$ cat src/rtl/mem_bus_arbiter_pkg.sv
// -----------------------------------------------------------------------------
// mem_bus_arbiter_pkg
//   Shared types and constants for the memory bus arbiter slice.
//   - arb_state_t : arbiter FSM state encoding (2 bits)
//   - FETCH_SIZE  : size code driven to the RAM for instruction fetches (word)
//   - starve_cnt_width : width of a saturating counter that must reach max_val
// -----------------------------------------------------------------------------
package mem_bus_arbiter_pkg;

    typedef enum logic [1:0] {
        ARB_IDLE  = 2'd0,
        ARB_DWAIT = 2'd1,
        ARB_IWAIT = 2'd2
    } arb_state_t;

    localparam logic [2:0] FETCH_SIZE = 3'b010;

    function automatic int starve_cnt_width(input int max_val);
        return $clog2(max_val + 1);
    endfunction

endpackage

$ cat src/rtl/mem_bus_arbiter_pick.sv
// -----------------------------------------------------------------------------
// mem_bus_arbiter_pick
//   Winner selection for the arbiter's IDLE state, plus the starvation counter
//   that eventually forces a fetch grant when data keeps winning.
// Ports:
//   clk, rst_n : clock (rising edge), asynchronous active-low reset
//   d_req      : data port requesting
//   i_req      : fetch port requesting
//   gnt_fire   : the RAM accepted the request issued from IDLE this cycle
//   sel_d      : data port is the current winner
//   sel_i      : fetch port is the current winner
// -----------------------------------------------------------------------------
module mem_bus_arbiter_pick
    import mem_bus_arbiter_pkg::*;
#(
    parameter int STARVE_MAX = 4
) (
    input  logic clk,
    input  logic rst_n,
    input  logic d_req,
    input  logic i_req,
    input  logic gnt_fire,
    output logic sel_d,
    output logic sel_i
);

    localparam int CNT_W = starve_cnt_width(STARVE_MAX);
    localparam logic [CNT_W-1:0] CNT_MAX = CNT_W'(STARVE_MAX);

    logic [CNT_W-1:0] starve_cnt;
    logic             starved;

    // Data wins by default; fetch only wins when it is alone or has been
    // passed over STARVE_MAX times in a row.
    assign starved = (starve_cnt == CNT_MAX);
    assign sel_i   = i_req & (~d_req | starved);
    assign sel_d   = d_req & ~sel_i;

    // The counter measures how long a pending fetch has been waiting, so it
    // forgets everything as soon as fetch stops asking or finally gets served.
    always_ff @(posedge clk or negedge rst_n) begin
        if (!rst_n) begin
            starve_cnt <= '0;
        end else if (!i_req || (gnt_fire && sel_i)) begin
            starve_cnt <= '0;
        end else if (gnt_fire && sel_d && !starved) begin
            starve_cnt <= starve_cnt + 1'b1;
        end
    end

endmodule

$ cat src/rtl/mem_bus_arbiter.sv
// -----------------------------------------------------------------------------
// mem_bus_arbiter
//   Shares one single-port RAM between the EX/MEM data port and the IF fetch
//   port. One transaction may be outstanding; the response is routed back to
//   the port that issued it. A flushed fetch has its response swallowed.
// Ports:
//   clk, rst_n          : clock (rising edge), asynchronous active-low reset
//   d_req_i .. d_size_i : data request and its fields
//   d_gnt_o, d_rvalid_o, d_rdata_o : data accept pulse and response
//   i_req_i, i_addr_i, i_flush_i   : fetch request, PC, pipeline flush
//   i_gnt_o, i_rvalid_o, i_rdata_o : fetch accept pulse and response
//   ram_req_o .. ram_size_o        : request towards the RAM
//   ram_gnt_i, ram_rvalid_i, ram_rdata_i : RAM handshake and response
//   hold_flag_o         : stall request while a data access is unfinished
// -----------------------------------------------------------------------------
module mem_bus_arbiter
    import mem_bus_arbiter_pkg::*;
#(
    parameter int ADDR_W     = 32,
    parameter int DATA_W     = 32,
    parameter int STARVE_MAX = 4
) (
    input  logic              clk,
    input  logic              rst_n,
    input  logic              d_req_i,
    input  logic              d_we_i,
    input  logic [ADDR_W-1:0] d_addr_i,
    input  logic [DATA_W-1:0] d_wdata_i,
    input  logic [2:0]        d_size_i,
    output logic              d_gnt_o,
    output logic              d_rvalid_o,
    output logic [DATA_W-1:0] d_rdata_o,
    input  logic              i_req_i,
    input  logic [ADDR_W-1:0] i_addr_i,
    input  logic              i_flush_i,
    output logic              i_gnt_o,
    output logic              i_rvalid_o,
    output logic [DATA_W-1:0] i_rdata_o,
    output logic              ram_req_o,
    output logic              ram_we_o,
    output logic [ADDR_W-1:0] ram_addr_o,
    output logic [DATA_W-1:0] ram_wdata_o,
    output logic [2:0]        ram_size_o,
    input  logic              ram_gnt_i,
    input  logic              ram_rvalid_i,
    input  logic [DATA_W-1:0] ram_rdata_i,
    output logic              hold_flag_o
);

    arb_state_t state;
    arb_state_t state_next;
    logic       discard;
    logic       discard_next;
    logic       sel_d;
    logic       sel_i;
    logic       gnt_fire;

    // A grant only counts when it answers a request we actually raised from
    // IDLE; a gnt seen while waiting for a response is ignored.
    assign gnt_fire = (state == ARB_IDLE) & (d_req_i | i_req_i) & ram_gnt_i;

    mem_bus_arbiter_pick #(
        .STARVE_MAX (STARVE_MAX)
    ) u_pick (
        .clk      (clk),
        .rst_n    (rst_n),
        .d_req    (d_req_i),
        .i_req    (i_req_i),
        .gnt_fire (gnt_fire),
        .sel_d    (sel_d),
        .sel_i    (sel_i)
    );

    // State and discard registers. The RAM shares the reset, so nothing that
    // was in flight can come back after reset and the discard bit can clear.
    always_ff @(posedge clk or negedge rst_n) begin
        if (!rst_n) begin
            state   <= ARB_IDLE;
            discard <= 1'b0;
        end else begin
            state   <= state_next;
            discard <= discard_next;
        end
    end

    // Next-state, request mux and response demux. Everything is forced to
    // zero while reset is asserted, since IDLE alone would still forward the
    // raw request lines to the RAM.
    always_comb begin
        state_next   = state;
        discard_next = discard;
        d_gnt_o      = 1'b0;
        d_rvalid_o   = 1'b0;
        d_rdata_o    = '0;
        i_gnt_o      = 1'b0;
        i_rvalid_o   = 1'b0;
        i_rdata_o    = '0;
        ram_req_o    = 1'b0;
        ram_we_o     = 1'b0;
        ram_addr_o   = '0;
        ram_wdata_o  = '0;
        ram_size_o   = 3'b000;
        hold_flag_o  = 1'b0;

        if (rst_n) begin
            hold_flag_o = d_req_i | ((state == ARB_DWAIT) & ~ram_rvalid_i);

            case (state)
                ARB_IDLE: begin
                    ram_req_o = d_req_i | i_req_i;
                    if (sel_i) begin
                        ram_addr_o = i_addr_i;
                        ram_size_o = FETCH_SIZE;
                    end else if (sel_d) begin
                        ram_we_o    = d_we_i;
                        ram_addr_o  = d_addr_i;
                        ram_wdata_o = d_wdata_i;
                        ram_size_o  = d_size_i;
                    end
                    if (gnt_fire) begin
                        d_gnt_o = sel_d;
                        i_gnt_o = sel_i;
                        if (sel_i) begin
                            state_next   = ARB_IWAIT;
                            discard_next = i_flush_i;
                        end else begin
                            state_next = ARB_DWAIT;
                        end
                    end
                end

                ARB_DWAIT: begin
                    if (ram_rvalid_i) begin
                        d_rvalid_o = 1'b1;
                        d_rdata_o  = ram_rdata_i;
                        state_next = ARB_IDLE;
                    end
                end

                ARB_IWAIT: begin
                    if (ram_rvalid_i) begin
                        i_rvalid_o   = ~discard;
                        i_rdata_o    = discard ? '0 : ram_rdata_i;
                        state_next   = ARB_IDLE;
                        discard_next = 1'b0;
                    end else if (i_flush_i) begin
                        discard_next = 1'b1;
                    end
                end

                default: begin
                    state_next = ARB_IDLE;
                end
            endcase
        end
    end

endmodule

$ cat config.mk
export PLATFORM = sky130hd
export DESIGN_NAME = mem_bus_arbiter
export DESIGN_NICKNAME = d
export VERILOG_FILES = /design/src/rtl/mem_bus_arbiter_pkg.sv /design/src/rtl/mem_bus_arbiter_pick.sv /design/src/rtl/mem_bus_arbiter.sv
export SDC_FILE = /design/constraint.sdc
export NUM_CORES = 1
export LEC_CHECK = 0
export ABC_AREA = 1
export BUFFER_PORTS_ARGS = -buffer_cell sky130_fd_sc_hd__clkbuf_2
export CORE_AREA = 3 3 105 107
export CTS_CLUSTER_DIAMETER = 60
export CTS_CLUSTER_SIZE = 16
export DETAILED_ROUTE_END_ITERATION = 8
export DIE_AREA = 0 0 108 110
export PLACE_DENSITY = 0.62
export RECOVER_POWER = 50
export SYNTH_ARGS = -nofsm -noshare
export SYNTH_HDL_FRONTEND = slang
export SYNTH_HIERARCHICAL = 1
export SYNTH_SLANG_ARGS = --single-unit
$ cat constraint.sdc
create_clock -name clk -period 2 [get_ports clk]
set_input_delay 0.6 -clock clk [delete_from_list [all_inputs] [get_ports clk]]
set_output_delay 0.6 -clock clk [all_outputs]
set_load 0.01 [all_outputs]
==> results_dict.tcl, run 1 <==
set metrics [dict create \
    crit_type "reg -> out" \
    antenna_found_initial 2 \
    max_cap_violations 0 \
    fin_nets 833 \
    chipWidth_microns 108 \
    p_clk_share_pct 7.1 \
    crit_slowest_cell "dfrtp_1" \
    ys_top_cells_by_area "nor2_1 22%, inv_1 16%, o21ai_2 14%, nand2_1 12%, nand3_1 10%" \
    met3_usage_pct 3.20 \
    combPwrFrac_pct 86.3 \
    async_flop_share_pct 100 \
    synth-seq-area-share_pct 8.03 \
    firstDrtPassIters 4 \
    synth_compound_area_share_pct 16.4 \
    status "finished with violations" \
    grt_max_degree 37 \
    cts-root-buf "clkbuf_8" \
    vias_per_cell 4.19 \
    worstSkewPairLatency_ps 230 \
    grt_pass1_wl_mm 14.0 \
    detail-route-antenna-nets 0 \
    synth-simple-area-share_pct 48.2 \
    instances_no_fill 823 \
    ir_worst_vdd_v 0.000364 \
    drtIter0Drc 118 \
    r2r_end "discard" \
    area_growth_pct 177 \
    rows 37 \
    synthMuxAreaShare_pct 0 \
    n_antenna_cell 0 \
    avgRoutedWirePerCell_microns 14.1 \
    setup.worst_path.end_class "output port" \
    dieHeight_microns 110 \
    grtUsageMet1_pct 17.4 \
    finalCriticalPeriod_ps 2470 \
    sw_frac_of_total_pct 48.7 \
    fp.coreArea_sq_mm 0.0102 \
    syn_avg_cell_area_sq_um 5.01 \
    gp_congestion 0.822 \
    numCtsBuffers 3 \
    yosys.area.top_type_share_pct 21.7 \
    r2r-start "u_pick/starve_cnt[1]" \
    drive_above_1_share_pct 71.0 \
    worstPathArrival_ps 1870 \
    clk_pin_slew_ps 40 \
    rsz0062_at_grt "true" \
    rrSetupSlack_ps 230 \
    synthesis.nets 517 \
    synth_fa_ha_area_share_pct 3.34 \
    cts_tree "built" \
    htreeDepth 1 \
    synth_warnings 6 \
    place.port_buffers 276 \
    clock-sinks 6 \
    n_fill_cell 970 \
    slowest_delay_ps 360 \
    syn_inst 373 \
    ff2ff_path_depth 14 \
    synth_edf_count 0 \
    dpl.hpwl_mm 7.82 \
    placed_cells 797 \
    wirelength_mm 11.6 \
    crit_path_frequent_cell "inv_2" \
    switchingPower_uw 1310 \
    crit_start "u_pick/starve_cnt[1]" \
    tightest_slew_ps 340 \
    crit_fanout 12 \
    finClkSkew_ps 3.61 \
    grt_usage_pct 14.5 \
    p_leak_uw 0.00286 \
    stdcell_area_sq_mm 0.00518 \
    synth-seq-cells 6 \
    cellPowerDensity_mw_per_mm2 518 \
    fmax_mhz 404 \
    dp_slack_ps -320 \
    clk_path_buf_depth 2 \
    setup_viol 134 \
    whs_ps 373 \
    fp.dieArea_sq_mm 0.0119 \
    syn-cell-area_sq_mm 0.00187 \
    yosysUniqueCellTypes 23 \
    violations "setup timing" \
    relSlewSlack_pct 77.3 \
    grt_busiest_layer "met2" \
    vias 3449 \
    use_met2_pct 27.8 \
    cp_cell_sequence "inv_2 > ha_4 > nand2_4 > nand2_2 > inv_2 > nor2_4 > nor2_8 > nand3_4 > buf_12 > o21ai_2 > buf_2" \
    yosys.area.top_type "nor2_1" \
    grt_pass1_vias 2870 \
    cp.required_ps 1400 \
    p_int_uw 1380 \
    crit_path_start_kind "register" \
    overflow 0 \
    drv_slew 0 \
    setup_ws_ps -473 \
    seq_area_sq_um 150 \
    fin_util_pct 50.7 \
    multi_input_area_sq_mm 0.00193 \
    io_pins 277 \
    fin_crit_sh_pct 124 \
    synth_ff_type "dfrtp_1" \
    initial_core_util_pct 18.3 \
    p_seq_share_pct 6.5 \
    holdCritPathClass "in -> async" \
    synth_top_family_by_area "simple AND/OR/NAND/NOR gates" \
    place_area_sq_mm 0.00370 \
    synth_xor_xnor_area_share_pct 0.468 \
    hold_viol 0 \
    remaining_drc_errors 0 \
]
## state kept, by name, indices dropped and copies added, names as in the netlist
signal and count:
state 2, u_pick/starve_cnt 3, discard 1
## power groups by stage
stage	Sequential, uW	Clock (uW)	Combinational, uW
detailed placement	173	0	1530
floorplan	175	0	884
global route	179	210	2510
CTS	176	197	1750
global placement	174	0	1530
finish	175	191	2320
## final cells by class
| cell class | count | share of cell area (%) |
|---|---|---|
| Clock buffer | 3 | 0.797 |
| Inverter | 86 | 6.37 |
| Multi-Input combinational cell | 259 | 37.3 |
| Sequential cell | 6 | 2.90 |
| Tap cell | 136 | 3.28 |
| Timing Repair Buffer | 333 | 49.4 |
## worst max-delay path, delay by kind of cell (launching register included)
kind,cells,cell delay (ps)
adder cells (fa/ha/maj),1,160
AND/OR/NAND/NOR,5,540
AO/OA/AOI/OAI,1,110
flip-flops,1,360
buffers and inverters,4,460
## worst max path at each step
stage | end | slack (ps) | cells past startpoint
floorplan | ram_addr_o[10] | -40 | 11
global placement | i_gnt_o | -300 | 10
detailed placement | i_gnt_o | -320 | 10
CTS | ram_addr_o[29] | -460 | 12
global route | ram_addr_o[1] | -610 | 12
finish | ram_addr_o[1] | -470 | 11
## cells in the mapped netlist (2+ instances only)
| cell | count |
|---|---|
| buf_1 | 2 |
| a21oi_1 | 2 |
| buf_2 | 11 |
| nor2_1 | 108 |
| ha_1 | 5 |
| o21ai_2 | 30 |
| nand3_1 | 39 |
| inv_1 | 82 |
| nand2_1 | 62 |
| clkbuf_1 | 6 |
| o21ai_0 | 4 |
| dfrtp_1 | 6 |
| nand2_2 | 2 |
| inv_2 | 3 |
| buf_6 | 3 |
## per-layer routing
layer	routed length, microns	vias to the layer above
met5	27	-
met4	144	4
met3	933	18
met2	6230	150
met1	4270	1543
li1	-	1734
## what timing repair did
action	in CTS	in global routing
cloned	7	7
endpoints found under the setup margin	136	136
hold buffers	0	0
setup buffers	5	7
gates resized for setup	39	333
pin swaps	5	30
## stage by stage
| step | TNS (ps) | power, uW |
|---|---|---|
| 3_5_place_dp | -24470 | 1700 |
| 5_1_grt | -52760 | 2900 |
| 6_report | -39240 | 2680 |
| 4_1_cts | -34630 | 2130 |
| 3_3_place_gp | -22040 | 1700 |
| 2_1_floorplan | -1690 | 1060 |
## cells by family after synthesis
group	count (synthesis)
flip-flops	6
XOR/XNOR	1
buffers and inverters	108
AND/OR/NAND/NOR	215
adder cells (fa/ha/maj)	5
AO/OA/AOI/OAI	38
## placed cells by master, fill, tap and decap left out, drive strengths merged
cell type,synthesis,routed
inv,85,85
ha,5,5
o21ai,34,34
buf,16,172
clkbuf,6,164
dfrtp,6,6
xnor2,1,1
nor2,111,111
clkinv,1,1
nand2,64,64
o22ai,1,1
nand3,40,40
o21bai,1,1
a21oi,2,2
Note: power is estimated with default switching activity, not from simulation.
==> run 2, diff against run 1 <==
- BUFFER_PORTS_ARGS: -buffer_cell sky130_fd_sc_hd__clkbuf_2 -> not set
- CORE_AREA: 3 3 105 107 -> 8 8 101 103
- DIE_AREA: 0 0 108 110 -> 0 0 109 111
- DONT_BUFFER_PORTS: not set -> 1
- PLACE_DENSITY: 0.62 -> 0.42
==> run 2 against run 1 <==
  * The run still ends with setup timing left
  * Utilization is 2.4 points higher
  * Via count is 20% lower
  * Die area is 1.8% higher
  * Clock skew hardly changed
  * Largest power group unchanged
  * Total power is 6.9% lower
  * Final cell count is 30% lower
  * Sequential power hardly changed
  * Clock power hardly changed
  * Fmax is 3.0% higher
  * Sequential share of layout area is 0.41 points higher
  * Setup slack better by 73 ps
  * Cell area is 12% lower
==> results_dict.tcl, run 2 (synthesized netlist as in run 1, its figures left out) <==
set metrics [dict create \
    place.port_buffers 0 \
    largest_reg_flops 3 \
    rows 34 \
    fin_crit_sh_pct 120 \
    slowest_delay_ps 350 \
    worstSkewPairLatency_ps 230 \
    r2r_end "discard" \
    regMostFlops "u_pick/starve_cnt" \
    p_int_uw 1200 \
    switchingPower_uw 1290 \
    fp.coreArea_sq_mm 0.00855 \
    finalCriticalPeriod_ps 2400 \
    cp_cell_sequence "inv_2 > ha_4 > nand2_4 > nand2_4 > inv_2 > nor2_4 > nor2_4 > buf_12 > nand2_8 > buf_12 > nor2_2" \
    drtIter0Drc 92 \
    sw_frac_of_total_pct 51.8 \
    crit_type "reg -> out" \
    crit_slowest_cell "dfrtp_1" \
    grt_max_degree 45 \
    rrSetupSlack_ps 0 \
    setup_viol 135 \
    fmax_mhz 417 \
    grt_busiest_layer "met2" \
    clk_pin_slew_ps 40 \
    io_pins 277 \
    p_seq_share_pct 7.1 \
    grtUsageMet1_pct 14.2 \
    area_growth_pct 143 \
    gp_congestion 0.768 \
    max_cap_violations 0 \
    holdCritPathClass "in -> async" \
    tightest_slew_ps 298 \
    fin_nets 616 \
    wirelength_mm 11.7 \
    final_common_cell "nor2_4" \
    clk_path_buf_depth 2 \
    n_antenna_cell 0 \
    cts-root-buf "clkbuf_8" \
    grt_pass1_vias 2781 \
    setup_ws_ps -399 \
    remaining_drc_errors 0 \
    mostFrequentLayoutCells "81 x nor2_4, 77 x inv_1, 76 x buf_6, 57 x nand2_1, 23 x nor2_2" \
    numCtsBuffers 3 \
    crit_fanout 12 \
    grt_pass1_wl_mm 14.8 \
    drive_above_1_share_pct 62.6 \
    combPwrFrac_pct 85.3 \
    rsz0062_at_grt "true" \
    use_met2_pct 29.2 \
    fp.dieArea_sq_mm 0.0121 \
    grt_usage_pct 15.0 \
    cellPowerDensity_mw_per_mm2 550 \
    n_fill_cell 708 \
    fin_util_pct 53.1 \
    avgRoutedWirePerCell_microns 20.2 \
    overflow 0 \
    clock-sinks 6 \
    detail-route-antenna-nets 0 \
    reg_top3 "u_pick/starve_cnt (3), state (2), discard (1)" \
    drv_slew 0 \
    cts_tree "built" \
    violations "setup timing" \
    finClkSkew_ps 4.05 \
    ff2ff_path_depth 16 \
    p_leak_uw 0.00193 \
    status "finished with violations" \
    vias_per_cell 4.80 \
    relSlewSlack_pct 80.1 \
    r2r-start "u_pick/starve_cnt[1]" \
    worstPathArrival_ps 1800 \
    dpl.hpwl_mm 7.62 \
    p_clk_share_pct 7.6 \
    hold_viol 0 \
    met3_usage_pct 4.42 \
    htreeDepth 1 \
    setup.worst_path.end_class "output port" \
    antenna_found_initial 0 \
    dieHeight_microns 111 \
    vias 2772 \
    ir_worst_vdd_v 0.000335 \
    stdcell_area_sq_mm 0.00454 \
    place_area_sq_mm 0.00269 \
    chipWidth_microns 109 \
    firstDrtPassIters 4 \
    cp.required_ps 1400 \
    crit_path_start_kind "register" \
    initial_core_util_pct 21.9 \
]
[run 2: cell count changes in the layout (fill, tap and decap cells not counted), moves of 10 or more]
cell      previous run  this run
buf_2               57         0
buf_4               28        15
clkbuf_2           155         0
nand3_1             37        21
nand3_4              2        13
nor2_1              16         6
nor2_4              63        81
o21ai_2             30         9
o21ai_4              0        21
[run 2: worst max-delay path, delay by kind of cell (launching register included)]
| family | cells | cell delay, ps |
|---|---|---|
| AND/OR/NAND/NOR | 6 | 630 |
| buffers and inverters | 4 | 420 |
| flip-flops | 1 | 350 |
| adder cells (fa/ha/maj) | 1 | 160 |
[run 2: what timing repair did]
action / 4_1_cts / 5_1_grt
hold buffers: 0 / 0
gates resized for setup: 147 / 185
setup endpoints to repair: 135 / 138
cloned: 9 / 7
buffers inserted: 12 / 8
pin swaps: 15 / 14
[run 2: final cells by class]
class	instances	area, sq um	share of cell area (%)
inverter	86	340	7.50
multi-input combinational	260	2390	52.7
clock buffer	3	41.3	0.910
sequential	6	150	3.31
timing repair buffer	113	1470	32.3
timing repair inverter	2	13.8	0.303
tap	108	135	2.98
[run 2: how the worst max path moves through the flow]
stage / to / cells past startpoint / slack [ps] / from
2_1_floorplan: ram_addr_o[10] / 11 / -40 / u_pick/starve_cnt[0]
3_3_place_gp: ram_addr_o[4] / 11 / -190 / u_pick/starve_cnt[1]
3_5_place_dp: ram_addr_o[9] / 11 / -250 / u_pick/starve_cnt[1]
4_1_cts: ram_addr_o[9] / 11 / -360 / u_pick/starve_cnt[1]
5_1_grt: ram_addr_o[19] / 11 / -470 / u_pick/starve_cnt[1]
6_report: ram_wdata_o[27] / 11 / -400 / u_pick/starve_cnt[1]
[run 2: metal layers]
| metal | routed length (microns) | up-vias |
|---|---|---|
| met2 | 6290 | 166 |
| met4 | 356 | 0 |
| met5 | 0 | - |
| li1 | - | 1301 |
| met1 | 3800 | 1285 |
| met3 | 1210 | 20 |
[run 2: through the flow]
step / setup slack [ps] / TNS (ps) / std cells / hold slack (ps) / total power [uW]
floorplan: -40.0 / -1690 / 373 / 304 / 1060
global placement: -189 / -8200 / 546 / 307 / 1430
detailed placement: -251 / -11340 / 546 / 307 / 1450
CTS: -357 / -25440 / 568 / 59.5 / 2100
global route: -474 / -40620 / 578 / 56.9 / 2660
finish: -399 / -31210 / 578 / 70.4 / 2500
[run 2: power groups by stage]
stage,Sequential [uW],Combinational [uW],Clock [uW]
final,177,2130,190
after global placement,171,1250,0
after detailed placement,173,1280,0
after floorplan,175,884,0
after CTS,175,1730,198
after global routing,183,2280,201
==> run 3, diff against run 2 <==
--- a/config.mk
+++ b/config.mk
@@ -9,2 +9,3 @@
 export CORE_AREA = 8 8 101 103
+export CTS_BUF_LIST = sky130_fd_sc_hd__clkbuf_4
 export CTS_CLUSTER_DIAMETER = 60
--- a/constraint.sdc
+++ b/constraint.sdc
@@ -3,2 +3,2 @@
 set_output_delay 0.6 -clock clk [all_outputs]
-set_load 0.01 [all_outputs]
+set_load 0.1 [all_outputs]
==> run 3 against run 2 <==
  * The flow still finishes with violations (setup timing)
  * Routed wire length rose by 13%
  * Combinational power grew 110%
  * Worst hold slack worse by 39 ps
  * Count of clock-buffer cells in the layout did not move
  * First-iteration DRC count rose by 22%
  * Cell area increased by 47%
  * Register-to-register slack improved by 170 ps
  * Clock power shrank 36%
  * Clock skew increased by 7.8 ps
  * Via count up 11%
  * Total power up 93%
  * Critical endpoint is now ram_addr_o[8]
  * Highest routed layer unchanged
==> results_dict.tcl, run 3 (synthesized netlist as in run 1, its figures left out) <==
set metrics [dict create \
    worstSkewPairLatency_ps 260 \
    fin_crit_sh_pct 132 \
    r2r_end "u_pick/starve_cnt[2]" \
    violations "setup timing" \
    cp.required_ps 1400 \
    crit_type "reg -> out" \
    fin_util_pct 78.1 \
    dp_slack_ps -421 \
    vias_per_cell 4.74 \
    n_antenna_cell 0 \
    wirelength_mm 13.2 \
    endpoint "ram_addr_o[8]" \
    crit_path_start_kind "register" \
    status "finished with violations" \
    clock-sinks 6 \
    finClkSkew_ps 11.8 \
    clk_pin_slew_ps 50 \
    fp.coreArea_sq_mm 0.00855 \
    cts_hold_buf 0 \
    grt_pass1_vias 3395 \
    slowest_delay_ps 360 \
    dpl.hpwl_mm 11.2 \
    largest_reg_flops 3 \
    area_growth_pct 257 \
    crit_path_frequent_cell "buf_12" \
    cp_cell_sequence "inv_2 > ha_4 > nand2_4 > nand2_4 > inv_4 > nor2_4 > buf_12 > nor2_8 > nand3_4 > buf_12 > o21ai_4 > buf_12" \
    hold_viol 0 \
    r2r-start "state[0]" \
    setup_viol 138 \
    cts_tree "built" \
    crit_start "u_pick/starve_cnt[1]" \
    setup_tns_ps -57570 \
    worstPathArrival_ps 2040 \
    clk_path_buf_depth 2 \
    placed_cells 624 \
    reg_top3 "u_pick/starve_cnt (3), state (2), discard (1)" \
    place.port_buffers 0 \
    grt_pass1_wl_mm 19.6 \
    finalCriticalPeriod_ps 2640 \
    routed.top_layer "met4" \
    wl_met2_mm 7.30 \
    gp_congestion 0.808 \
    wl_met3_mm 1.65 \
    chipWidth_microns 109 \
    crit_slowest_cell "dfrtp_1" \
    drive_above_1_share_pct 65.8 \
    numCtsBuffers 3 \
    setup_ws_ps -637 \
    ir_worst_vdd_v 0.000415 \
    cellPowerDensity_mw_per_mm2 721 \
    vias 3089 \
    final_common_cell "buf_12" \
    grt_usage_pct 20.6 \
    regMostFlops "u_pick/starve_cnt" \
    remaining_drc_errors 0 \
    multi_input_area_sq_mm 0.00246 \
    initial_core_util_pct 21.9 \
    fmax_mhz 379 \
    antenna_found_initial 0 \
    relSlewSlack_pct 81.7 \
    avgRoutedWirePerCell_microns 20.2 \
    n_fill_cell 517 \
    ff2ff_path_depth 11 \
    fin_nets 690 \
    mostFrequentLayoutCells "159 x buf_12, 104 x nor2_4, 76 x inv_1, 56 x nand2_1, 36 x nand3_1" \
    overflow 0 \
    setup.worst_path.end_class "output port" \
    p_leak_uw 0.00270 \
    detail-route-antenna-nets 0 \
    io_pins 277 \
    fp.dieArea_sq_mm 0.0121 \
    tightest_slew_ps 275 \
    instances_no_fill 652 \
    grt_max_degree 45 \
    seq_area_sq_um 150 \
    drtIter0Drc 112 \
    rrSetupSlack_ps 170 \
    dieHeight_microns 111 \
    drt-met1-wl_mm 4.08 \
    rsz0062_at_grt "true" \
    crit_fanout 5 \
    htreeDepth 1 \
    rows 34 \
    whs_ps 31.0 \
    drv_slew 0 \
    max_cap_violations 0 \
    holdCritPathClass "in -> async" \
    firstDrtPassIters 4 \
    cts-root-buf "clkbuf_4" \
]
## run 3: changes by cell type in the layout (fill, tap and decap cells not counted), sizes merged
cell      delta
clkinvlp     +2
bufbuf       +1
clkinv       -3
nand3        -1
inv          -1
clkbuf       -3
buf         +79
## run 3: worst max-delay path, delay by kind of cell (launching register included)
kind | cells | cell delay, ps
adder cells (fa/ha/maj) | 1 | 160
AND/OR/NAND/NOR | 5 | 440
AO/OA/AOI/OAI | 1 | 170
buffers and inverters | 5 | 610
flip-flops | 1 | 360
## run 3: layout make-up
cell class,count,share of cell area [%]
Inverter,86,5.12
Tap cell,108,2.02
Timing Repair Buffer,190,53.4
Multi-Input combinational cell,259,36.9
Clock buffer,3,0.337
Sequential cell,6,2.25
## run 3: how the worst min path moves through the flow
stage | from | to | cells past startpoint
floorplan | rst_n | discard | 0
global placement | rst_n | discard | 0
detailed placement | rst_n | u_pick/starve_cnt[1] | 0
CTS | rst_n | u_pick/starve_cnt[2] | 0
global route | rst_n | u_pick/starve_cnt[2] | 0
finish | rst_n | u_pick/starve_cnt[2] | 0
## run 3: stage by stage
step                      total power (uW)  area (sq um)
final                                 4810          6670
after global routing                  5010          6670
after detailed placement              4340          6160
after global placement                4290          6160
after CTS                             4790          6600
after floorplan                       3010          3170
## run 3: routing by layer
layer | global-route usage (%) | vias to the layer above
li1 | - | 1447
met1 | 19.5 | 1450
met2 | 40.1 | 181
met3 | 8.43 | 11
met4 | 3.01 | 0
met5 | 0 | -
## run 3: power breakdown
group          total [uW]  internal (uW)  switching (uW)
clock network         122           68.5            53.3
registers             176            154            21.8
logic                4510           1650            2870
## run 3: timing repair
item,4_1_cts,5_1_grt
setup endpoints to repair,137,138
pin swaps,16,15
buffers inserted,17,10
gates cloned,4,2
resized for setup,27,16
hold endpoints to repair,0,0
